### src/rtl/fpmul_arbiter_pkg.sv
// Shared types and constants for the two-requester FP32 multiply arbiter.
package fpmul_arbiter_pkg;

  localparam int unsigned FP_W   = 32;
  localparam int unsigned FLAG_W = 5;
  localparam int unsigned CNT_W  = 16;

  // Bit positions inside the {inf, nan, zero, overflow, underflow} flag vector
  localparam int unsigned INF  = 4;
  localparam int unsigned NAN  = 3;
  localparam int unsigned ZERO = 2;
  localparam int unsigned OVF  = 1;
  localparam int unsigned UNF  = 0;

  localparam logic [7:0] EXP_MAX = 8'd255;
  localparam logic [7:0] BIAS    = 8'd127;

  typedef enum logic [1:0] {
    IDLE = 2'd0,
    EXEC = 2'd1,
    RESP = 2'd2
  } state_e;

  typedef struct packed {
    logic [FP_W-1:0] x;
    logic [FP_W-1:0] y;
  } operands_t;

  typedef struct packed {
    logic [FP_W-1:0]   result;
    logic [FLAG_W-1:0] flags;
  } product_t;

endpackage

### src/rtl/fpmul_arbiter_mul.sv
// Combinational FP32 multiply: truncating, denormals read as zero,
// special-case precedence zero > nan > inf > underflow > overflow.
module fp32_mul_core
  import fpmul_arbiter_pkg::*;
(
  input  logic [FP_W-1:0]   x_i,
  input  logic [FP_W-1:0]   y_i,
  output logic [FP_W-1:0]   result_o,
  output logic [FLAG_W-1:0] flags_o
);

  logic        sign_c;
  logic [7:0]  ex_c, ey_c;
  logic [22:0] mx_c, my_c;
  logic        x_zero_c, y_zero_c, x_nan_c, y_nan_c, x_inf_c, y_inf_c;
  logic [47:0] prod_c;
  logic [9:0]  exp_c;
  logic [22:0] man_c;
  logic        under_c, over_c;
  logic        unused_prod_lsb;

  assign sign_c = x_i[31] ^ y_i[31];
  assign ex_c   = x_i[30:23];
  assign ey_c   = y_i[30:23];
  assign mx_c   = x_i[22:0];
  assign my_c   = y_i[22:0];

  assign x_zero_c = (ex_c == 8'd0);
  assign y_zero_c = (ey_c == 8'd0);
  assign x_nan_c  = (ex_c == EXP_MAX) && (mx_c != 23'd0);
  assign y_nan_c  = (ey_c == EXP_MAX) && (my_c != 23'd0);
  assign x_inf_c  = (ex_c == EXP_MAX) && (mx_c == 23'd0);
  assign y_inf_c  = (ey_c == EXP_MAX) && (my_c == 23'd0);

  assign prod_c = {24'd0, 1'b1, mx_c} * {24'd0, 1'b1, my_c};

  // Product of two [1,2) mantissas lies in [1,4); bit 47 means renormalise by one
  assign man_c = prod_c[47] ? prod_c[46:24] : prod_c[45:23];
  assign exp_c = {2'b00, ex_c} + {2'b00, ey_c} + {9'd0, prod_c[47]} - {2'b00, BIAS};

  // Biased exponent range is -125..382, so bit 9 is a reliable sign bit
  assign under_c = exp_c[9] || (exp_c == 10'd0);
  assign over_c  = !exp_c[9] && (exp_c >= 10'(EXP_MAX));

  assign unused_prod_lsb = ^prod_c[22:0];

  always_comb begin
    result_o = '0;
    flags_o  = '0;
    if (x_zero_c || y_zero_c) begin
      result_o      = {sign_c, 31'd0};
      flags_o[ZERO] = 1'b1;
    end else if (x_nan_c || y_nan_c) begin
      result_o     = {sign_c, EXP_MAX, 23'd0};
      flags_o[NAN] = 1'b1;
    end else if (x_inf_c || y_inf_c) begin
      result_o     = {sign_c, EXP_MAX, 23'd0};
      flags_o[INF] = 1'b1;
    end else if (under_c) begin
      result_o     = {sign_c, 31'd0};
      flags_o[UNF] = 1'b1;
    end else if (over_c) begin
      result_o     = {sign_c, EXP_MAX, 23'd0};
      flags_o[OVF] = 1'b1;
    end else begin
      result_o = {sign_c, exp_c[7:0], man_c};
    end
  end

endmodule

### src/rtl/fpmul_arbiter.sv
// Round-robin arbiter sharing one FP32 multiplier between two requesters;
// one operation in flight, accept -> EXEC -> RESP with response backpressure.
module fpmul_arbiter
  import fpmul_arbiter_pkg::*;
(
  input  logic              clk,
  input  logic              reset_n,
  input  logic [1:0]        req_valid,
  output logic [1:0]        req_ready,
  input  logic [FP_W-1:0]   req_x0,
  input  logic [FP_W-1:0]   req_y0,
  input  logic [FP_W-1:0]   req_x1,
  input  logic [FP_W-1:0]   req_y1,
  output logic [1:0]        resp_valid,
  input  logic [1:0]        resp_ready,
  output logic [FP_W-1:0]   resp_result,
  output logic [FLAG_W-1:0] resp_flags,
  output logic              busy,
  output logic [CNT_W-1:0]  flag_count
);

  state_e             state_q, state_d;
  logic               ptr_q, ptr_d;
  logic               owner_q;
  operands_t          ops_q;
  product_t           prod_q;
  logic [CNT_W-1:0]   flag_count_q, flag_count_d;
  logic               grant_c, accept_c, resp_done_c;
  logic [FP_W-1:0]    core_res_c;
  logic [FLAG_W-1:0]  core_flags_c;

  // A lone requester wins outright; on contention the pointer decides
  assign grant_c     = (req_valid == 2'b11) ? ptr_q : req_valid[1];
  assign accept_c    = reset_n && (state_q == IDLE) && req_valid[grant_c];
  assign resp_done_c = (state_q == RESP) && resp_ready[owner_q];

  fp32_mul_core u_mul (
    .x_i      (ops_q.x),
    .y_i      (ops_q.y),
    .result_o (core_res_c),
    .flags_o  (core_flags_c)
  );

  always_ff @(posedge clk or negedge reset_n) begin
    if (!reset_n) state_q <= IDLE;
    else          state_q <= state_d;
  end

  always_comb begin
    state_d = state_q;
    case (state_q)
      IDLE:    if (accept_c) state_d = EXEC;
      EXEC:    state_d = RESP;
      RESP:    if (resp_done_c) state_d = IDLE;
      default: state_d = IDLE;
    endcase
  end

  always_comb begin
    req_ready  = 2'b00;
    resp_valid = 2'b00;
    busy       = (state_q != IDLE);
    if (accept_c)          req_ready  = grant_c ? 2'b10 : 2'b01;
    if (state_q == RESP)   resp_valid = owner_q ? 2'b10 : 2'b01;
  end

  always_comb begin
    ptr_d        = ptr_q;
    flag_count_d = flag_count_q;
    if (accept_c) ptr_d = ~ptr_q;
    if (resp_done_c && (prod_q.flags != '0) && (flag_count_q != '1))
      flag_count_d = flag_count_q + CNT_W'(1);
  end

  // Operand capture on accept, product capture at the end of EXEC
  always_ff @(posedge clk or negedge reset_n) begin
    if (!reset_n) begin
      ptr_q        <= 1'b0;
      owner_q      <= 1'b0;
      ops_q        <= '0;
      prod_q       <= '0;
      flag_count_q <= '0;
    end else begin
      ptr_q        <= ptr_d;
      flag_count_q <= flag_count_d;
      if (accept_c) begin
        owner_q <= grant_c;
        ops_q   <= grant_c ? operands_t'({req_x1, req_y1}) : operands_t'({req_x0, req_y0});
      end
      if (state_q == EXEC) begin
        prod_q.result <= core_res_c;
        prod_q.flags  <= core_flags_c;
      end
    end
  end

  assign resp_result = prod_q.result;
  assign resp_flags  = prod_q.flags;
  assign flag_count  = flag_count_q;

endmodule

### config.mk
export PLATFORM = sky130hd
export DESIGN_NAME = fpmul_arbiter
export DESIGN_NICKNAME = d
export VERILOG_FILES = /design/src/rtl/fpmul_arbiter_pkg.sv /design/src/rtl/fpmul_arbiter_mul.sv /design/src/rtl/fpmul_arbiter.sv
export SDC_FILE = /design/constraint.sdc
export NUM_CORES = 2
export LEC_CHECK = 0
export CORE_AREA = 2 2 225 227
export CTS_CLUSTER_SIZE = 20
export DETAILED_ROUTE_END_ITERATION = 10
export DIE_AREA = 0 0 227 229
export GPL_ROUTABILITY_DRIVEN = 0
export PLACE_DENSITY_LB_ADDON = 0.3
export SLEW_MARGIN = 20
export SYNTH_ARGS = -nofsm -noshare
export SYNTH_HDL_FRONTEND = slang
export SYNTH_SLANG_ARGS = --single-unit
### constraint.sdc
create_clock -name clk -period 11.67 [get_ports clk]
set_clock_uncertainty 0.15 [all_clocks]
set_input_delay 1.7505 -clock clk [delete_from_list [all_inputs] [get_ports clk]]
set_output_delay 1.7505 -clock clk [all_outputs]
set_load 0.005 [all_outputs]
# ---- Word-level counts from Yosys, hierarchy flattened
# Cells that the tools add are included.
dict set report word_totals {
  regBits 121
  inputBits 134
  output_inout_bits 58
  word_cells 82
}
dict set report classes {
  addsub 4
  mul 1
  magnitude_cmp 3
  n_eq_ne 8
  muxes 30
  n_bitwise 2
  reduce_logical 26
}
# operator count
set ops {}
lappend ops {{31-bit two-way mux} 5}
lappend ops {{64-bit two-way mux} 1}
lappend ops {{24-bit by 24-bit multiplier with 48-bit output} 1}
lappend ops {{23-bit logical NOT} 2}
lappend ops {{23-bit nonzero test} 2}
lappend ops {{23-bit two-way mux} 1}
lappend ops {{2-bit two-way mux} 10}
lappend ops {{16-bit by 1-bit adder with 16-bit output (second input constant)} 1}
lappend ops {{8-bit == test (second input constant)} 2}
lappend ops {{8-bit logical NOT} 2}
lappend ops {{16-bit != test (second input constant)} 1}
lappend ops {{1-bit two-way mux} 12}
lappend ops {{10-bit by 1-bit adder with 10-bit output} 1}
lappend ops {{10-bit by 8-bit greater-or-equal comparator with 1-bit output (second input constant)} 1}
lappend ops {{1-bit logical AND} 10}
lappend ops {{10-bit logical NOT} 1}
lappend ops {{10-bit by 7-bit subtractor with 10-bit output (second input constant)} 1}
lappend ops {{8-bit by 8-bit adder with 9-bit output} 1}
lappend ops {{2-bit one-hot mux with 3 select lines} 1}
lappend ops {{5-bit nonzero test} 1}
lappend ops {{2-bit == test (second input constant)} 2}
lappend ops {{1-bit logical OR} 4}
lappend ops {{1-bit by 2-bit less-than comparator with 1-bit output (second input constant)} 2}
lappend ops {{2-bit != test (second input constant)} 2}
lappend ops {{other kinds (7)} 7}

# ---- Longest topological paths before layout
dict set report depth {
  ltp_word 10
  ltp_mapped 41
  ltp_nobuf 37
}

# ---- Cells and area by module
# A second synthesis with hierarchy kept.
dict set report unflattened {
  cells_unflattened 2703
  hier_area_um2 24581.1
}
# module n_inst cells_each area_each_um2 seq_area_each_um2
set modules_own_cells {}
lappend modules_own_cells {fp32_mul_core 1 2248 19302.3 0.0}
lappend modules_own_cells {fpmul_arbiter 1 455 5278.8 3027.9}

# ---- Worst setup path before layout
# No wires, ideal clock.
dict set report synth_path {
  kind {reg2reg}
  start {register ops_q[4] (netlist bit)}
  end {register prod_q, in the netlist resp_result[20]}
  setup_time_ns 0.126
  arrival_time_ns 9.180
  t_required_ns 11.394
  setup_slack_ns 2.214
  path_stages_with_launch 41
  n_path_buf 5
  period_less_slack_ns 9.456
  cell_sequence {dfrtp_1 clkbuf_1 clkbuf_1 nand2_1 fa_1 inv_1 fa_1 inv_1 fa_1 inv_1 fa_1 inv_1 fa_1 inv_1 fa_1 inv_1 fa_1 inv_1 (+5 left out) buf_6 o211a_1 or3_4 nand2_4 inv_2 buf_2 ha_1 inv_1 ha_1 nand2_1 o311ai_0 nand4_1 o311ai_0 a22oi_1 a32oi_2 buf_2 nor2_1 a221o_1}
}
dict set report synth_via {
  elab_chain_cells 10
  word_cells_on_any_way 20
  cone_classes {add/sub (2); mul (1); order compare (1); mux (6); reduce/logical (10)}
}
# element line_no
set synth_lines {}
lappend synth_lines {{start, declared} fpmul_arbiter.sv:25} ;# operands_t ops_q;
lappend synth_lines {{start signal, assigned} fpmul_arbiter.sv:88} ;# ops_q <= grant_c ? operands_t'({req_x1, req_y1}) : operands_t'({req_x0, req_y0});
lappend synth_lines {{24-bit by 24-bit multiplier with 48-bit output} fpmul_arbiter_mul.sv:35} ;# assign prod_c = {24'd0, 1'b1, mx_c} * {24'd0, 1'b1, my_c};
lappend synth_lines {{10-bit by 1-bit adder with 10-bit output} fpmul_arbiter_mul.sv:39} ;# assign exp_c = {2'b00, ex_c} + {2'b00, ey_c} + {9'd0, prod_c[47]} - {2'b00, BIAS};
lappend synth_lines {{10-bit by 7-bit subtractor with 10-bit output} fpmul_arbiter_mul.sv:39}
lappend synth_lines {{10-bit by 8-bit greater-or-equal comparator with 1-bit output or 1-bit logical NOT (tied branches)} fpmul_arbiter_mul.sv:43} ;# assign over_c = !exp_c[9] && (exp_c >= 10'(EXP_MAX));
lappend synth_lines {{1-bit logical AND} fpmul_arbiter_mul.sv:43}
lappend synth_lines {{31-bit two-way mux} fpmul_arbiter_mul.sv:62} ;# end else if (over_c) begin
lappend synth_lines {{31-bit two-way mux} fpmul_arbiter_mul.sv:59} ;# end else if (under_c) begin
lappend synth_lines {{31-bit two-way mux} fpmul_arbiter_mul.sv:56} ;# end else if (x_inf_c || y_inf_c) begin
lappend synth_lines {{31-bit two-way mux (*)} fpmul_arbiter_mul.sv:53} ;# end else if (x_nan_c || y_nan_c) begin
lappend synth_lines {{31-bit two-way mux (*)} fpmul_arbiter_mul.sv:50} ;# if (x_zero_c || y_zero_c) begin
lappend synth_lines {{end, declared} fpmul_arbiter.sv:26} ;# product_t prod_q;
# Mark *: on every way between the ends. The rest lies on a longest branch, timed or not.
# A chain may end at the register's enable or synchronous reset.

# ---- Final worst setup path
dict set report layout_path {
  start {register ops_q[8] (netlist bit)}
  end {register prod_q, in the netlist resp_result[11]}
}
# Same word-level chain as after synthesis.

==> run metrics <==
status=completed; DRC viols=0; Tmin final=11.03 ns; Synth async-reset ratio=100%; DIE HEIGHT=229 um; Clock Latency Late Sink=0.50 ns; I/O pins=192; area grow syn2layout=13.0%; post-DR vias/cell=5.55; CTS tree=built; die width=227 um; CP max FO=21; max-cap check violation count=0; most common cell in the netlist=inv_1; postcts setup bufs=0; Hold Path Depth=1; layout cells sized above 1=3.62%; fin crit share=94.5%; CP Data Required Time=11.85 ns; count of final hold-check violations=0; # nets final=3,658; clk slew on worst S/H paths=0.07 ns; Fin Setup TNS=0 ns; CTS root buffer=clkbuf_16; Placeable Area=0.0497 mm^2; Synth cell types=78; most frequent cells after synthesis=inv_1, fa_1, nand2_1; DRT Pass-1 Iters=6; CP max stage delay=0.70 ns; Worst-Margin Slew=1.05 ns; Worst EP arrival=11.21 ns; clock sink count=121; sequential share of the synthesized area=12.3%; worst reg2reg setup slack=0.64 ns; Cells after Synth=2,737; Worst slew margin=30.2%; hold slack=0.339 ns; initial antenna violation count=2; final setup violation count=0; startpoint of the worst hold path=resp_result[30]$_DFFE_PN0N_; starting density of the core=49.6%; syn nets=3,533; RSZ-0062 raised after global routing=no; Routed Wire Length=72,000 um; type of origin of the critical path=register; Reg-to-Reg Start=ops_q[8]$_DFFE_PN0P_; largest net degree at the start of global routing=74; H-tree Lvls=4; Post-Syn Area=0.0246 mm^2; first-pass GRT wire length=114,000 um; Post-DP Area=0.0272 mm^2; Clock Path Buffers=2; CP max-delay cell=dfrtp_1; via count=19.7k; Hold EP=resp_result[30]$_DFFE_PN0N_; Yosys warnings=0; crit path kind=reg2reg; Cell Rows=82; Slew Limit Fails=0; Post-Layout Inst Area=0.0278 mm^2; HP Class=reg2reg; Synth area leader=fa_1; total gr overflow=0; post-detail-place hpwl=58,500 um; wire per inst=20.3 um; Yosys top cell area share=39.2%; All-Layer GR Usage=29.0%; Top FF cell, synth=dfrtp_1; Avg Cell Area, Syn=9.00 um^2; number of DRC markers in iteration 0=1,502; Resize count post-CTS=0; port bufs=191; number of synthesized register bits=121; Post-synth EDFFs=0; antenna viol nets, final=0; Hold-fix buffers, CTS=0; top post-synthesis cells by area=fa_1, dfrtp_1, ha_1, inv_1, nand2_1; Critical Path End Type=register; Max Freq=0.0907 GHz; TritonCTS buffer count=17; die area=0.0520 mm^2; Reg2Reg Depth=37; worst reg2reg path endpoint=resp_result[11]$_DFFE_PN0N_; number of global-route vias before repair=21.3k
worst max-delay path: cells and delay by family, from the launching register on:
| family | cells | cell delay [ns] |
|---|---|---|
| adder cells (fa/ha/maj) | 10 | 4.28 |
| AO/OA/AOI/OAI | 9 | 2.66 |
| AND/OR/NAND/NOR | 8 | 1.69 |
| buffers and inverters | 10 | 1.37 |
| flip-flops | 1 | 0.70 |
metrics by stage:
stage	util, %	worst slack (ns)	std cells
after detailed placement	54.8	0.896	3515
after floorplan	-	2.21	2737
final	56.1	0.641	3549
after global placement	54.8	1.20	3515
after global routing	56.0	0.0625	3547
after CTS	56.0	0.864	3547
final cells by class:
class                           count  area [um^2]
Timing Repair Buffer              240         2280
Multi-Input combinational cell   1905        18900
Clock inverter                     14          153
Sequential cell                   121         3030
Tap cell                          672          841
Fill cell                        4463        21800
Inverter                          577         2170
Antenna cell                        2         5.00
Clock buffer                       18          439
sequential cells by signal (all words and copies together) (netlist names):
signal       cells
flag_count      16
ops_q           64
owner_q          1
ptr_q            1
resp_flags       5
resp_result     32
state_q          2
placed cells by master (no fill, tap or decap), types with 4 or more instances in the layout:
cell type,instances
inv_1,574
fa_1,482
nand2_1,423
and2_1,217
clkdlybuf4s50_1,190
ha_1,180
dfrtp_1,120
o21ai_0,115
nor2_1,71
mux2i_1,69
a21oi_1,61
buf_4,49
a21o_1,24
xnor2_1,22
nand4_1,19
xor2_1,18
clkbuf_16,17
nor4_1,16
nor3_1,15
and3_1,13
nand3_1,12
o21a_1,11
a211oi_1,10
o211ai_1,9
nand2b_1,8
nor3b_1,7
nor2b_1,7
or3_1,6
a31oi_1,6
a211o_1,5
a221o_1,5
o21bai_1,5
inv_6,5
or2_2,4
o311ai_0,4
o2111ai_1,4
mux2_2,4
inv_8,4
how the worst max path moves through the flow:
stage / from / end / slack [ns] / depth (start not counted)
after global placement: ops_q[8]$_DFFE_PN0P_ / resp_result[8]$_DFFE_PN0N_ / 1.20 / 37
after detailed placement: ops_q[8]$_DFFE_PN0P_ / resp_result[11]$_DFFE_PN0N_ / 0.90 / 36
after global routing: ops_q[8]$_DFFE_PN0P_ / resp_result[11]$_DFFE_PN0N_ / 0.06 / 37
final: ops_q[8]$_DFFE_PN0P_ / resp_result[11]$_DFFE_PN0N_ / 0.64 / 37
after CTS: ops_q[8]$_DFFE_PN0P_ / resp_result[11]$_DFFE_PN0N_ / 0.86 / 37
after floorplan: ops_q[4]$_DFFE_PN0P_ / resp_result[20]$_DFFE_PN0N_ / 2.21 / 40
logic make-up (layout without fill, tap and decap cells):
family,after synthesis,in the layout,synth area share [%]
other,0,2,0
and+or+nand+nor,835,835,16.4
AOI/OAI and AO/OA,294,294,7.56
buffers and inverters,711,849,10.9
xor gates and xnor gates,41,41,1.52
muxes,73,73,2.99
adders and majority gates,662,662,48.3
DFF,121,121,12.3
metal layers:
metal | track usage, % | share of wire, %
met1 | 35.4 | 37
met2 | 47.8 | 49
met3 | 6.66 | 8.7
met4 | 15.3 | 5.7
met5 | 0 | 0.0097
Power is left out: the tool's default activity adds up to more than one toggle a clock period on the data nets, which glitch-free logic cannot reach.
